[src/rtl/string_scan_pkg.sv]
// Package: string_scan_pkg
// Shared types and constants for the "0100" string scanner.
//   scan_state_t : sequencer states of string_scan_ctrl
//   PATTERN      : the serial pattern the detector recognises, MSB first
package string_scan_pkg;

  typedef enum logic [1:0] {
    IDLE  = 2'd0,
    SHIFT = 2'd1,
    FLUSH = 2'd2,
    DONE  = 2'd3
  } scan_state_t;

  localparam logic [3:0] PATTERN = 4'b0100;

endpackage

[src/rtl/seq_detect_0100.sv]
// Module: seq_detect_0100
// Bit-serial Moore detector for the overlapping pattern "0100".
// Ports:
//   clock   in  rising-edge clock
//   reset   in  asynchronous, active-high reset (forces state R)
//   clr     in  synchronous clear (forces state R on the next edge)
//   seq_in  in  serial input bit
//   seq_out out 1 only while in state D (pattern just completed)
module seq_detect_0100 (
  input  logic clock,
  input  logic reset,
  input  logic clr,
  input  logic seq_in,
  output logic seq_out
);

  // R: nothing, A: "0", B: "01", C: "010", D: "0100"
  typedef enum logic [2:0] {
    R = 3'd0,
    A = 3'd1,
    B = 3'd2,
    C = 3'd3,
    D = 3'd4
  } det_state_t;

  det_state_t state;
  det_state_t state_nxt;

  always_ff @(posedge clock or posedge reset) begin
    if (reset) begin
      state <= R;
    end else if (clr) begin
      state <= R;
    end else begin
      state <= state_nxt;
    end
  end

  always_comb begin
    state_nxt = R;
    unique case (state)
      R:       state_nxt = seq_in ? R : A;
      A:       state_nxt = seq_in ? B : A;
      B:       state_nxt = seq_in ? R : C;
      C:       state_nxt = seq_in ? B : D;
      D:       state_nxt = seq_in ? B : A;
      default: state_nxt = R;
    endcase
  end

  assign seq_out = (state == D);

endmodule

[src/rtl/string_scan_ctrl.sv]
// Module: string_scan_ctrl
// Word-level sequencer for the serial "0100" detector. A word accepted on
// start is shifted MSB-first into seq_detect_0100, one bit per clock; the
// overlapping matches are counted (saturating) and reported with a
// one-cycle done pulse.
// Parameters:
//   WORD_W  bits per scanned word (>=4)
//   CNT_W   match counter width, saturates at 2**CNT_W-1
//   POS_W   width of first_pos, = $clog2(WORD_W)
// Ports:
//   clock        in   rising-edge clock
//   reset        in   asynchronous, active-high reset
//   start        in   scan request, accepted only in IDLE
//   data_in      in   word to scan, sampled on an accepted start
//   busy         out  high from the cycle after accept through DONE
//   done         out  one-cycle pulse, match_count final
//   match_pulse  out  detector output qualified by SHIFT/FLUSH
//   match_count  out  overlapping matches in current/last word
//   first_pos    out  (STRING_SCAN_POS_EN) MSB-relative index of the last
//                     bit of the first match
//   first_vld    out  (STRING_SCAN_POS_EN) first_pos is valid
// Optional feature macro: STRING_SCAN_POS_EN
module string_scan_ctrl
  import string_scan_pkg::*;
#(
  parameter int unsigned WORD_W = 16,
  parameter int unsigned CNT_W  = 5,
  parameter int unsigned POS_W  = 4
) (
  input  logic              clock,
  input  logic              reset,
  input  logic              start,
  input  logic [WORD_W-1:0] data_in,
  output logic              busy,
  output logic              done,
  output logic              match_pulse,
`ifdef STRING_SCAN_POS_EN
  output logic [CNT_W-1:0]  match_count,
  output logic [POS_W-1:0]  first_pos,
  output logic              first_vld
`else
  output logic [CNT_W-1:0]  match_count
`endif
);

  localparam logic [POS_W-1:0] LAST_IDX = POS_W'(WORD_W - 1);

  scan_state_t       state;
  scan_state_t       state_nxt;
  logic [WORD_W-1:0] shreg;
  logic [POS_W-1:0]  idx;
  logic              accept;
  logic              scanning;
  logic              det_clr;
  logic              det_in;
  logic              det_out;

  // The detector has no enable, so it keeps stepping outside SHIFT. That is
  // harmless: its output is only counted in SHIFT/FLUSH, and FLUSH sees the
  // state produced by the last shifted bit.
  seq_detect_0100 u_det (
    .clock   (clock),
    .reset   (reset),
    .clr     (det_clr),
    .seq_in  (det_in),
    .seq_out (det_out)
  );

  always_ff @(posedge clock or posedge reset) begin
    if (reset) begin
      state <= IDLE;
    end else begin
      state <= state_nxt;
    end
  end

  always_comb begin
    state_nxt = state;
    accept    = 1'b0;
    scanning  = 1'b0;
    busy      = 1'b0;
    done      = 1'b0;
    unique case (state)
      IDLE: begin
        if (start) begin
          accept    = 1'b1;
          state_nxt = SHIFT;
        end
      end
      SHIFT: begin
        busy     = 1'b1;
        scanning = 1'b1;
        if (idx == LAST_IDX) begin
          state_nxt = FLUSH;
        end
      end
      FLUSH: begin
        busy      = 1'b1;
        scanning  = 1'b1;
        state_nxt = DONE;
      end
      DONE: begin
        busy      = 1'b1;
        done      = 1'b1;
        state_nxt = IDLE;
      end
      default: state_nxt = IDLE;
    endcase
  end

  assign det_clr     = accept;
  assign det_in      = shreg[WORD_W-1];
  assign match_pulse = scanning & det_out;

  always_ff @(posedge clock or posedge reset) begin
    if (reset) begin
      shreg       <= '0;
      idx         <= '0;
      match_count <= '0;
    end else begin
      if (accept) begin
        shreg       <= data_in;
        idx         <= '0;
        match_count <= '0;
      end else begin
        if (state == SHIFT) begin
          shreg <= {shreg[WORD_W-2:0], 1'b0};
          idx   <= idx + POS_W'(1);
        end
        if (match_pulse && (match_count != '1)) begin
          match_count <= match_count + CNT_W'(1);
        end
      end
    end
  end

`ifdef STRING_SCAN_POS_EN
  // The Moore output lags the shifted bit by one cycle, so the match ended
  // at idx-1 in SHIFT; in FLUSH idx has already wrapped, hence the constant.
  always_ff @(posedge clock or posedge reset) begin
    if (reset) begin
      first_pos <= '0;
      first_vld <= 1'b0;
    end else if (accept) begin
      first_pos <= '0;
      first_vld <= 1'b0;
    end else if (match_pulse && !first_vld) begin
      first_pos <= (state == FLUSH) ? LAST_IDX : (idx - POS_W'(1));
      first_vld <= 1'b1;
    end
  end
`endif

endmodule

[config.mk]
export PLATFORM = sky130hd
export DESIGN_NAME = string_scan_ctrl
export DESIGN_NICKNAME = d
export VERILOG_FILES = /design/src/rtl/string_scan_pkg.sv /design/src/rtl/seq_detect_0100.sv /design/src/rtl/string_scan_ctrl.sv
export SDC_FILE = /design/constraint.sdc
export NUM_CORES = 1
export LEC_CHECK = 0
export BUFFER_PORTS_ARGS = -buffer_cell sky130_fd_sc_hd__buf_2
export CAP_MARGIN = 10
export CORE_UTILIZATION = 30
export DETAILED_ROUTE_END_ITERATION = 16
export SKIP_CTS_REPAIR_TIMING = 1
export SYNTH_ARGS = -nofsm -noshare
export SYNTH_HDL_FRONTEND = slang
export SYNTH_SLANG_ARGS = --single-unit
[constraint.sdc]
create_clock -name clock -period 5.2 [get_ports clock]
set_clock_uncertainty 0.15 [all_clocks]
set_input_delay 0.52 -clock clock [delete_from_list [all_inputs] [get_ports clock]]
set_output_delay 0.52 -clock clock [all_outputs]
set_load 0.1 [all_outputs]
==> results.py <==
metrics = {
    "synth": {
        "synth_seq_cells": 30,
        "async_flop_share": 1.00,
        "synth_top_family_by_area": "simple AND/OR/NAND/NOR gates",
        "synth_compound_area_frac": 0.0984,
        "avgSynthCellArea_um2": 10.3,
        "ys_seq_area_frac": 0.505,
        "synth.area.mux_share": 0.122,
        "netlist_instances": 144,
        "syn_nets": 171,
        "synth_simple_gate_area_frac": 0.148,
        "synth.distinct_cells": 30,
        "yosys_warnings": 0,
        "synth_edf_count": 0,
        "synth.cell_area_um2": 1490,
        "synth_xor_area_frac": 0.0177,
        "synth_ff_type": "dfrtp_1",
        "synth_fa_ha_area_frac": 0.0740,
    },
    "placement": {
        "dp_hpwl_um": 1790,
        "io_buffers": 26,
        "gp_congestion": 0.743,
        "dpl_cell_area_um2": 1680,
    },
    "route": {
        "ant_nets": 0,
        "vias": 1064,
        "drc": 0,
        "wirelength_um": 2580,
        "detail_route.wl_per_cell_um": 10.9,
        "dr.pass1.iters": 4,
        "drt_iter0_drc": 42,
        "viasPerCell": 4.47,
    },
    "cts": {
        "cts_sinks": 30,
        "cts_tree": "built",
        "cts_buffers": 5,
        "clkTransAtPathRegs_ns": 0.06,
        "htree_levels": 2,
        "clock-root-buffer": "clkbuf_8",
        "clk_latency_ns": 0.27,
        "cts_max_path_buffers": 2,
    },
    "cells_and_area": {
        "area_delta_synth_final_pct": 18.3,
        "antennaDiodeCount": 0,
        "num-fill-cells": 511,
        "layout-drive-gt1-share": 0.199,
        "final_core_util": 0.370,
        "final_nets": 198,
        "final_area_um2": 1760,
    },
    "global_route": {
        "grt_first_pass_wirelength_um": 4840,
        "grt_pass1_vias": 1085,
        "grt_max_degree": 32,
        "grt_usage": 0.119,
        "antenna_found_initial": 0,
        "grt_overflow_total": 0,
    },
    "sta": {
        "finalSetupViolations": 0,
        "slew_headroom": 0.269,
        "max_freq_mhz": 381,
        "hold_slack_ns": 0.163,
        "rsz0062_at_grt": "no",
        "finalHoldViolations": 0,
        "setup_tns_ns": 0,
        "finalMaxSlewViolations": 0,
        "period_share": 0.505,
        "period_needed_ns": 2.62,
        "worst_pin_slew_ns": 1.10,
    },
    "die": {
        "die_width_um": 72.4,
        "num_io_pins": 27,
        "core-area_um2": 4750,
        "floorplan.initialDensity": 0.313,
        "dieArea_um2": 5240,
        "core.rowCount": 25,
        "fp.dieH_um": 72.4,
    },
    "job": {
        "drv_cap": 0,
    },
    "worst_hold_path": {
        "hold_class": "input pin to async pin",
    },
    "critical_path": {
        "crit_fanout": 9,
        "cp_data_arrival_time_ns": 1.95,
        "crit_family": "buffers and inverters",
        "crit_slowest_cell": "buf_2",
        "start_kind": "flip-flop",
        "cp.buffers_inverters": 3,
        "critPathKind": "flip-flop to output port",
        "crit_top_cell": "inv_1",
        "cp.required_ns": 4.53,
        "slowest_delay_ns": 0.44,
        "path_cells": "inv_1 -> ha_1 -> nand4bb_1 -> inv_1 -> buf_2",
        "crit_path_end_kind": "output port",
    },
    "pwr": {
        "p_leak_nw": 0.823,
        "irDropWorstVdd_mv": 0.203,
        "power_density_nw_per_um2": 561,
    },
    "status": {
        "outcome": "finished clean",
    },
}
## final timing paths
path / start / to / slack (ns) / cells past startpoint
hold reg to reg: shreg[15] / u_det.state[0] / 0.36 / 1
hold / removal: reset / idx[0] / 0.16 / 3
max in group asynchronous: reset / shreg[2] / 4.46 / 3
min in group clock: data_in[10] / shreg[10] / 0.30 / 3
setup / recovery: state[1] / match_pulse / 2.58 / 5
setup reg to reg: state[1] / state[1] / 2.95 / 4
## flip-flops by register name, indices dropped and copies added (netlist names)
| signal | count |
|---|---|
| shreg | 16 |
| match_count | 5 |
| idx | 4 |
| u_det.state | 3 |
| state | 2 |
## placed cells by master, fill, tap and decap left out
master      n
nand2_1    19
nand4bb_1   1
nor2_1      5
ha_1        8
clkbuf_1    2
nor2b_1     1
maj3_1      1
xnor2_1     1
nand3b_1    4
or3_1       2
inv_1       5
buf_4       2
mux2_2      1
o21ai_0    15
o21ai_1     5
or4b_1      1
xor2_1      2
mux2i_1    17
nor3_1      2
dfrtp_1    30
or4_1       1
and3_1      1
a2bb2oi_1   1
nand4_1     1
nor3b_1     1
nand3_1     2
buf_2      26
and2_1      1
o31ai_1     1
clkbuf_8    5
nand2b_1    1
a21oi_1     6
## cells by family after synthesis
group	Yosys count
adders and majority gates	9
muxes	18
xor gates and xnor gates	3
DFF	30
and+or+nand+nor	43
buffers and inverters	13
AOI/OAI and AO/OA	28
## stage by stage
stage	total power [mW]	std cells	worst slack [ns]
floorplan	0.749	144	2.80
global placement	0.823	231	2.93
detailed placement	0.831	231	2.86
CTS	1.00	238	2.56
global route	1.08	238	2.35
finish	0.987	238	2.58
## synth_stat cells, types with 2 or more instances
| library cell | number | area (µm²) |
|---|---|---|
| ha_1 | 8 | 100 |
| nand2_1 | 19 | 71.3 |
| xor2_1 | 2 | 17.5 |
| o21ai_0 | 15 | 75.1 |
| a21oi_1 | 6 | 30.0 |
| dfrtp_1 | 30 | 751 |
| nand3b_1 | 4 | 30.0 |
| nand3_1 | 2 | 10.0 |
| buf_2 | 3 | 15.0 |
| o21ai_1 | 5 | 25.0 |
| nor3_1 | 2 | 10.0 |
| inv_1 | 5 | 18.8 |
| or3_1 | 2 | 12.5 |
| nor2_1 | 5 | 18.8 |
| clkbuf_1 | 5 | 18.8 |
| mux2i_1 | 17 | 170 |
## report_power, final
part / leakage, nW / switching, mW / internal (mW)
combinational: 0.402 / 0.266 / 0.159
clock: 0.0383 / 0.0750 / 0.0918
sequential: 0.383 / 0.0653 / 0.330
total: 0.823 / 0.406 / 0.580
## layer usage
metal  track usage  routed length [µm]
met1         0.168                1300
met2         0.177                1130
met3        0.0347                 135
met4        0.0392                  15
met5             0                   0
## tightest hold or removal path, delay by kind of cell
family	cells	cell delay (ns)
buf+inv	3	0.47
## final cells by class
cell class              instances  area [µm²]  share of cell area
well taps                      67        83.8              0.0477
clock buffers                   7        76.3              0.0434
inverters                       5        18.8              0.0107
repair buffers                 28         145              0.0825
multi-input cells             101         684               0.389
flip-flops and latches         30         751               0.427
Note: power is estimated with default switching activity, not from simulation.
